File: config.mk
export PLATFORM = sky130hd
export DESIGN_NAME = activation_pipe
export DESIGN_NICKNAME = d
export VERILOG_FILES = /design/src/rtl/activation_pipe.sv
export SDC_FILE = /design/constraint.sdc
export NUM_CORES = 1
export LEC_CHECK = 0
export BUFFER_PORTS_ARGS = -buffer_cell sky130_fd_sc_hd__buf_2
export CAP_MARGIN = 15
export CORE_ASPECT_RATIO = 0.8
export CORE_MARGIN = 4
export CORE_UTILIZATION = 30
export DETAILED_ROUTE_END_ITERATION = 7
export GPL_TIMING_DRIVEN = 0
export PLACE_DENSITY_LB_ADDON = 0.1
export REMOVE_ABC_BUFFERS = 1
export SLEW_MARGIN = 20
export SYNTH_ARGS = -nofsm -noshare
export SYNTH_HDL_FRONTEND = slang
export SYNTH_SLANG_ARGS = --single-unit
File: constraint.sdc
create_clock -name clk -period 5.41 [get_ports clk]
set_clock_uncertainty 0.1 [all_clocks]
set_input_delay 0.2705 -clock clk [delete_from_list [all_inputs] [get_ports clk]]
set_output_delay 0.2705 -clock clk [all_outputs]
set_load 0.05 [all_outputs]
File: src/rtl/activation_pipe.sv
// activation_pipe: multi-lane fixed-point activation (Step/Sigmoid/Tanh/ReLU/identity), shift-only PLAN sigmoid.
// Latency: 3 cycles from acceptance to out_valid with out_ready held high; 1 beat/cycle throughput.
// Backpressure: each stage holds its beat while its successor is full and stalled; in_ready drops when S1 cannot move.
//
// Ports:
//   clk, rst_n            clock, asynchronous active-low reset
//   in_valid/in_ready     input handshake; in_act selects the function per beat, in_sum = LANES packed signed sums
//   out_valid/out_ready   output handshake; out_pred = LANES packed results, lane 0 in the low bits
//   sat_clr/sat_cnt       synchronous clear / saturating count of lanes whose PLAN argument reached 5.0
//
// Build option: define LEAKY_RELU_EN to make the ReLU negative branch return sum >>> 3 instead of 0.
// act codes: 0 Step, 1 Sigmoid, 2 Tanh, 3 ReLU, 4..7 identity.

module activation_pipe #(
    parameter int LANES = 4,
    parameter int W     = 16,
    parameter int FRAC  = 8,
    parameter int SAT_W = 16
) (
    input  logic               clk,
    input  logic               rst_n,
    input  logic               in_valid,
    output logic               in_ready,
    input  logic [2:0]         in_act,
    input  logic [LANES*W-1:0] in_sum,
    output logic               out_valid,
    input  logic               out_ready,
    output logic [LANES*W-1:0] out_pred,
    input  logic               sat_clr,
    output logic [SAT_W-1:0]   sat_cnt
);

    localparam logic [2:0] ACT_STEP = 3'd0;
    localparam logic [2:0] ACT_SIG  = 3'd1;
    localparam logic [2:0] ACT_TANH = 3'd2;
    localparam logic [2:0] ACT_RELU = 3'd3;

    // |a| needs W+1 bits: Tanh doubles the sum before the PLAN lookup.
    localparam int AW     = W + 1;
    localparam int NW     = $clog2(LANES + 1);
    localparam int ONE_I  = 1 << FRAC;
    // Breakpoints and offsets rounded to the nearest FRAC-bit value.
    localparam int T5     = 5 * ONE_I;
    localparam int T2375  = (19 * ONE_I + 4) / 8;
    localparam int C084   = (27 * ONE_I + 16) / 32;
    localparam int C0625  = (5 * ONE_I + 4) / 8;
    localparam int C05    = ONE_I / 2;

    localparam logic [AW-1:0]         ONE_A = AW'(ONE_I);
    localparam logic signed [W+1:0]   ONE_S = (W+2)'(ONE_I);

    // Shift-only piecewise-linear sigmoid on a non-negative argument.
    function automatic logic [AW-1:0] plan(input logic [AW-1:0] x);
        if (x >= AW'(T5))         return ONE_A;
        else if (x >= AW'(T2375)) return (x >> 5) + AW'(C084);
        else if (x >= ONE_A)      return (x >> 3) + AW'(C0625);
        else                      return (x >> 2) + AW'(C05);
    endfunction

    // Final per-lane result, computed at W+2 bits and clamped back to W.
    function automatic logic [W-1:0] lane_out(input logic [2:0] act, input logic [W-1:0] s,
                                              input logic [AW-1:0] p, input logic sgn);
        logic signed [W+1:0] sx;
        logic signed [W+1:0] y;
        logic signed [W+1:0] r;
        logic                pos;
        sx  = $signed({{2{s[W-1]}}, s});
        pos = !s[W-1] && (|s);
        y   = $signed({1'b0, p});
        if (sgn) y = ONE_S - y;  // sigmoid(-x) = 1 - sigmoid(x)
        case (act)
            ACT_SIG:  r = y;
            ACT_TANH: r = (y <<< 1) - ONE_S;  // tanh(x) = 2*sigmoid(2x) - 1
            ACT_STEP: r = pos ? ONE_S : '0;
            ACT_RELU: begin
                if (pos) r = sx;
                else begin
`ifdef LEAKY_RELU_EN
                    r = sx >>> 3;
`else
                    r = '0;
`endif
                end
            end
            default:  r = sx;
        endcase
        if ((&r[W+1:W-1]) || !(|r[W+1:W-1])) return r[W-1:0];
        else return r[W+1] ? {1'b1, {(W-1){1'b0}}} : {1'b0, {(W-1){1'b1}}};
    endfunction

    // Flow control: a stage loads when it is empty or its contents move on.
    logic v1, v2, v3;
    logic en1, en2, en3;
    assign en3       = !v3 || out_ready;
    assign en2       = !v2 || en3;
    assign en1       = !v1 || en2;
    assign in_ready  = en1;
    assign out_valid = v3;

    logic [LANES-1:0][W-1:0]  sum_in, sum1, sum2;
    logic [LANES-1:0][AW-1:0] abs_c, abs1, p_c, p2;
    logic [LANES-1:0]         sgn_c, sgn1, sgn2, sat_c, sat2;
    logic [LANES-1:0][W-1:0]  res_c;
    logic [2:0]               act1, act2;
    logic [NW-1:0]            nsat_c, nsat3;

    assign sum_in = in_sum;

    for (genvar g = 0; g < LANES; g++) begin : g_lane
        logic [AW-1:0] a;
        assign a        = (in_act == ACT_TANH) ? {sum_in[g], 1'b0} : {sum_in[g][W-1], sum_in[g]};
        assign abs_c[g] = a[AW-1] ? (~a + AW'(1)) : a;
        assign sgn_c[g] = a[AW-1];
        assign p_c[g]   = plan(abs1[g]);
        assign sat_c[g] = abs1[g] >= AW'(T5);
        assign res_c[g] = lane_out(act2, sum2[g], p2[g], sgn2[g]);
    end

    // Saturation events only count for the PLAN-based functions.
    always_comb begin
        nsat_c = '0;
        if (act2 == ACT_SIG || act2 == ACT_TANH) begin
            for (int i = 0; i < LANES; i++) nsat_c = nsat_c + NW'(sat2[i]);
        end
    end

    always_ff @(posedge clk or negedge rst_n) begin
        if (!rst_n) begin
            v1 <= 1'b0; v2 <= 1'b0; v3 <= 1'b0;
            act1 <= '0; sum1 <= '0; abs1 <= '0; sgn1 <= '0;
            act2 <= '0; sum2 <= '0; p2 <= '0; sgn2 <= '0; sat2 <= '0;
            out_pred <= '0; nsat3 <= '0;
        end else begin
            if (en1) begin
                v1 <= in_valid;
                if (in_valid) begin
                    act1 <= in_act; sum1 <= sum_in; abs1 <= abs_c; sgn1 <= sgn_c;
                end
            end
            if (en2) begin
                v2 <= v1;
                if (v1) begin
                    act2 <= act1; sum2 <= sum1; p2 <= p_c; sgn2 <= sgn1; sat2 <= sat_c;
                end
            end
            if (en3) begin
                v3 <= v2;
                if (v2) begin
                    out_pred <= res_c; nsat3 <= nsat_c;
                end
            end
        end
    end

    logic [SAT_W:0] sat_sum;
    assign sat_sum = {1'b0, sat_cnt} + (SAT_W+1)'(nsat3);

    // Clear has priority over a same-cycle increment; the count sticks at all-ones.
    always_ff @(posedge clk or negedge rst_n) begin
        if (!rst_n)                    sat_cnt <= '0;
        else if (sat_clr)              sat_cnt <= '0;
        else if (v3 && out_ready)      sat_cnt <= sat_sum[SAT_W] ? '1 : sat_sum[SAT_W-1:0];
    end

endmodule

==> impl_metrics.py <==
metrics = {
    "status": {
        "status": "finished, final reports clean",
    },
    "worst_setup_path": {
        "cp_top_family": "simple AND/OR/NAND/NOR gates",
        "startpoint_type": "input port",
        "crit_path_frequent_cell": "buf_4",
        "worst-path-max-fanout": 11,
        "r2r_slack_ns": 0.73,
        "crit_required_ns": 5.73,
        "max_stage_delay_ns": 0.71,
        "path_buf_inv": 6,
        "slowest_stage": "nor4_1",
        "crit_type": "input port to register",
        "endpoint_kind": "register",
        "crit_chain": "dlygate4sd3_1 > buf_2 > nor3b_2 > buf_6 > buf_4 > buf_4 > buf_4 > mux2i_1 > ha_1 > nand2b_1 > nor4_1 > nand2_1 > a2111oi_0 > mux2i_1 > a21oi_1 > o21ai_0",
        "cp.arrival_ns": 5.09,
    },
    "clocking": {
        "cts_resized": 0,
        "cts_root_buf": "clkbuf_16",
        "cts_buffers": 44,
        "cts.clk_slew.worst_paths_ns": 0.06,
        "cts_tree": "built",
        "holdBufCountCts": 67,
        "htree_levels": 2,
        "clock-sinks": 356,
        "clkLatencyLatePin_ns": 0.58,
        "clockBufferDepth": 3,
        "post_cts_buffers": 0,
    },
    "detailed_routing": {
        "wl_um": 68070,
        "initialDrtViolationCount": 1494,
        "drt_first_pass_iters": 6,
        "vias_per_cell": 5.315,
        "drt-wirelength-per-cell_um": 18.97,
        "vias": 19080,
        "ant_nets": 0,
        "post-route-drc-count": 0,
    },
    "finish": {
        "design_area_um2": 25700,
        "drive_gt1_share_pct": 14.12,
        "antenna_cells": 0,
        "fillers": 7278,
        "layout.nets": 2743,
        "layout_common_cells": "nand2_1, dfrtp_1, o21ai_0, nor2_1, buf_2",
        "finalNonFillerCells": 3589,
        "syn_to_final_growth_pct": 18.77,
        "layout_commonest_cell": "nand2_1",
    },
    "logic_synthesis": {
        "synth-edff-count": 0,
        "yosys_warnings": 0,
        "syn_area_per_cell_um2": 8.721,
        "synth_top_area_cell": "dfrtp_1",
        "ys_ff_latch": 356,
        "async_reset_ff_share_pct": 100.0,
        "synth_area_leaders": "dfrtp_1, nand2_1, o21ai_0, mux2_2, xnor2_1",
        "ys_types": 91,
        "ys.flop_type": "dfrtp_1",
        "synth_area_um2": 21640,
        "synth_seq_area_share_pct": 41.18,
        "synthCells": 2481,
        "netlist.area_leader.share_pct": 41.18,
    },
    "pwr": {
        "vdd_drop_max_mv": 0.2917,
        "p_leak_uw": 0.01107,
        "power.density_nw_per_um2": 445.8,
    },
    "timing": {
        "setup_slack_ns": 0.6384,
        "period_needed_ns": 4.772,
        "max_slew_margin_pct": 22.91,
        "slew_violations": 0,
        "fin_hold_ws_ns": 0.07406,
        "fmax_mhz": 209.6,
        "tightest_slew_ns": 1.154,
        "fin_setup_tns_ns": 0,
        "rsz0062_at_grt": "false",
        "final-setup-viol-count": 0,
        "hold_viol_final": 0,
        "finalCritPeriodShare_pct": 88.20,
    },
    "place": {
        "dpl.hpwl_um": 48120,
        "dpl-instance-area_um2": 23510,
        "place.gp.congestion": 0.8256,
        "preCtsSetupSlack_ns": 0.6032,
        "place_inst": 3441,
        "portBuffers": 153,
    },
    "floorplanning": {
        "die_h_um": 248.2,
        "num_rows": 87,
        "die_area_um2": 76510,
        "pin_count": 154,
        "die_w_um": 308.3,
        "initial_utilization_pct": 30.48,
        "core_area_um2": 70970,
    },
    "flow_run": {
        "drv_cap": 0,
    },
    "global_route": {
        "antenna_found_initial": 0,
        "grt.overflow.total": 0,
        "grt.total_usage_pct": 17.54,
        "grt_max_degree": 91,
        "grt_first_pass_wirelength_um": 107800,
        "first_global_vias": 18550,
    },
    "hold_path": {
        "hold_class": "input port to asynchronous set/reset pin",
    },
}
## flip-flops by register name, indices dropped and copies added (netlist names)
register   cells
abs1          68
out_pred      64
p2            64
sum1          61
sum2          61
sat_cnt       16
sat2           4
act1           3
act2           3
nsat3          3
sgn1           3
sgn2           3
out_valid      1
v1             1
v2             1
## per-layer routing
metal	wire length [µm]	share of wire [%]	up-vias	track usage (%)
met5	0	0	-	0
met4	1193	1.8	0	3.940
met3	2988	4.4	69	2.525
met2	29480	43	421	26.71
met1	34410	51	9372	26.32
li1	-	-	9213	-
## metrics by stage
stage               total power, µW  utilization (%)
global route                  12180            36.21
detailed placement             8384            33.12
CTS                           11590            36.17
global placement               8307            32.35
floorplan                      6883                -
finish                        11450            36.21
## power by group
part	internal, µW	switching [µW]
logic	1500	3020
registers	3220	646
clock network	1820	1250
## layout make-up
cell class | instances | area, µm² | share of cell area [%]
multi-input cells | 1917 | 12010 | 46.74
flip-flops and latches | 356 | 8910 | 34.67
repair buffers | 246 | 1908 | 7.426
clock buffers | 58 | 1244 | 4.840
well taps | 934 | 1169 | 4.548
clock inverters | 23 | 249.0 | 0.9690
inverters | 55 | 206.4 | 0.8034
## cell usage after synthesis (48+ instances only)
library cell,count
nand2_1,471
dfrtp_1,356
ha_1,49
a21oi_1,141
inv_1,54
o21ai_0,189
clkbuf_1,130
a211oi_1,48
mux2i_1,60
nor2_1,179
xnor2_1,92
mux2_2,74
## final timing paths
kind                                 start  depth (start not counted)           end
worst max-delay path             in_act[0]                         16      abs1[48]
worst max register to register      p2[34]                         11  out_pred[40]
worst min-delay path                 rst_n                          2      abs1[12]
min in group clk                in_sum[15]                          3       abs1[1]
worst min register to register    sum1[61]                          2      sum2[61]
max in group asynchronous            rst_n                          5       act2[2]
## kinds of logic (layout without fill, tap and decap cells)
group | count (synthesis) | in the layout | share of synthesized area [%]
AOI/OAI and AO/OA | 652 | 652 | 20.03
adders and majority gates | 51 | 51 | 3.019
buffers and inverters | 208 | 382 | 3.788
and+or+nand+nor | 960 | 960 | 20.51
muxes | 134 | 134 | 6.627
xor gates and xnor gates | 120 | 120 | 4.858
DFF | 356 | 356 | 41.18
(Power assumes the default switching activity.)
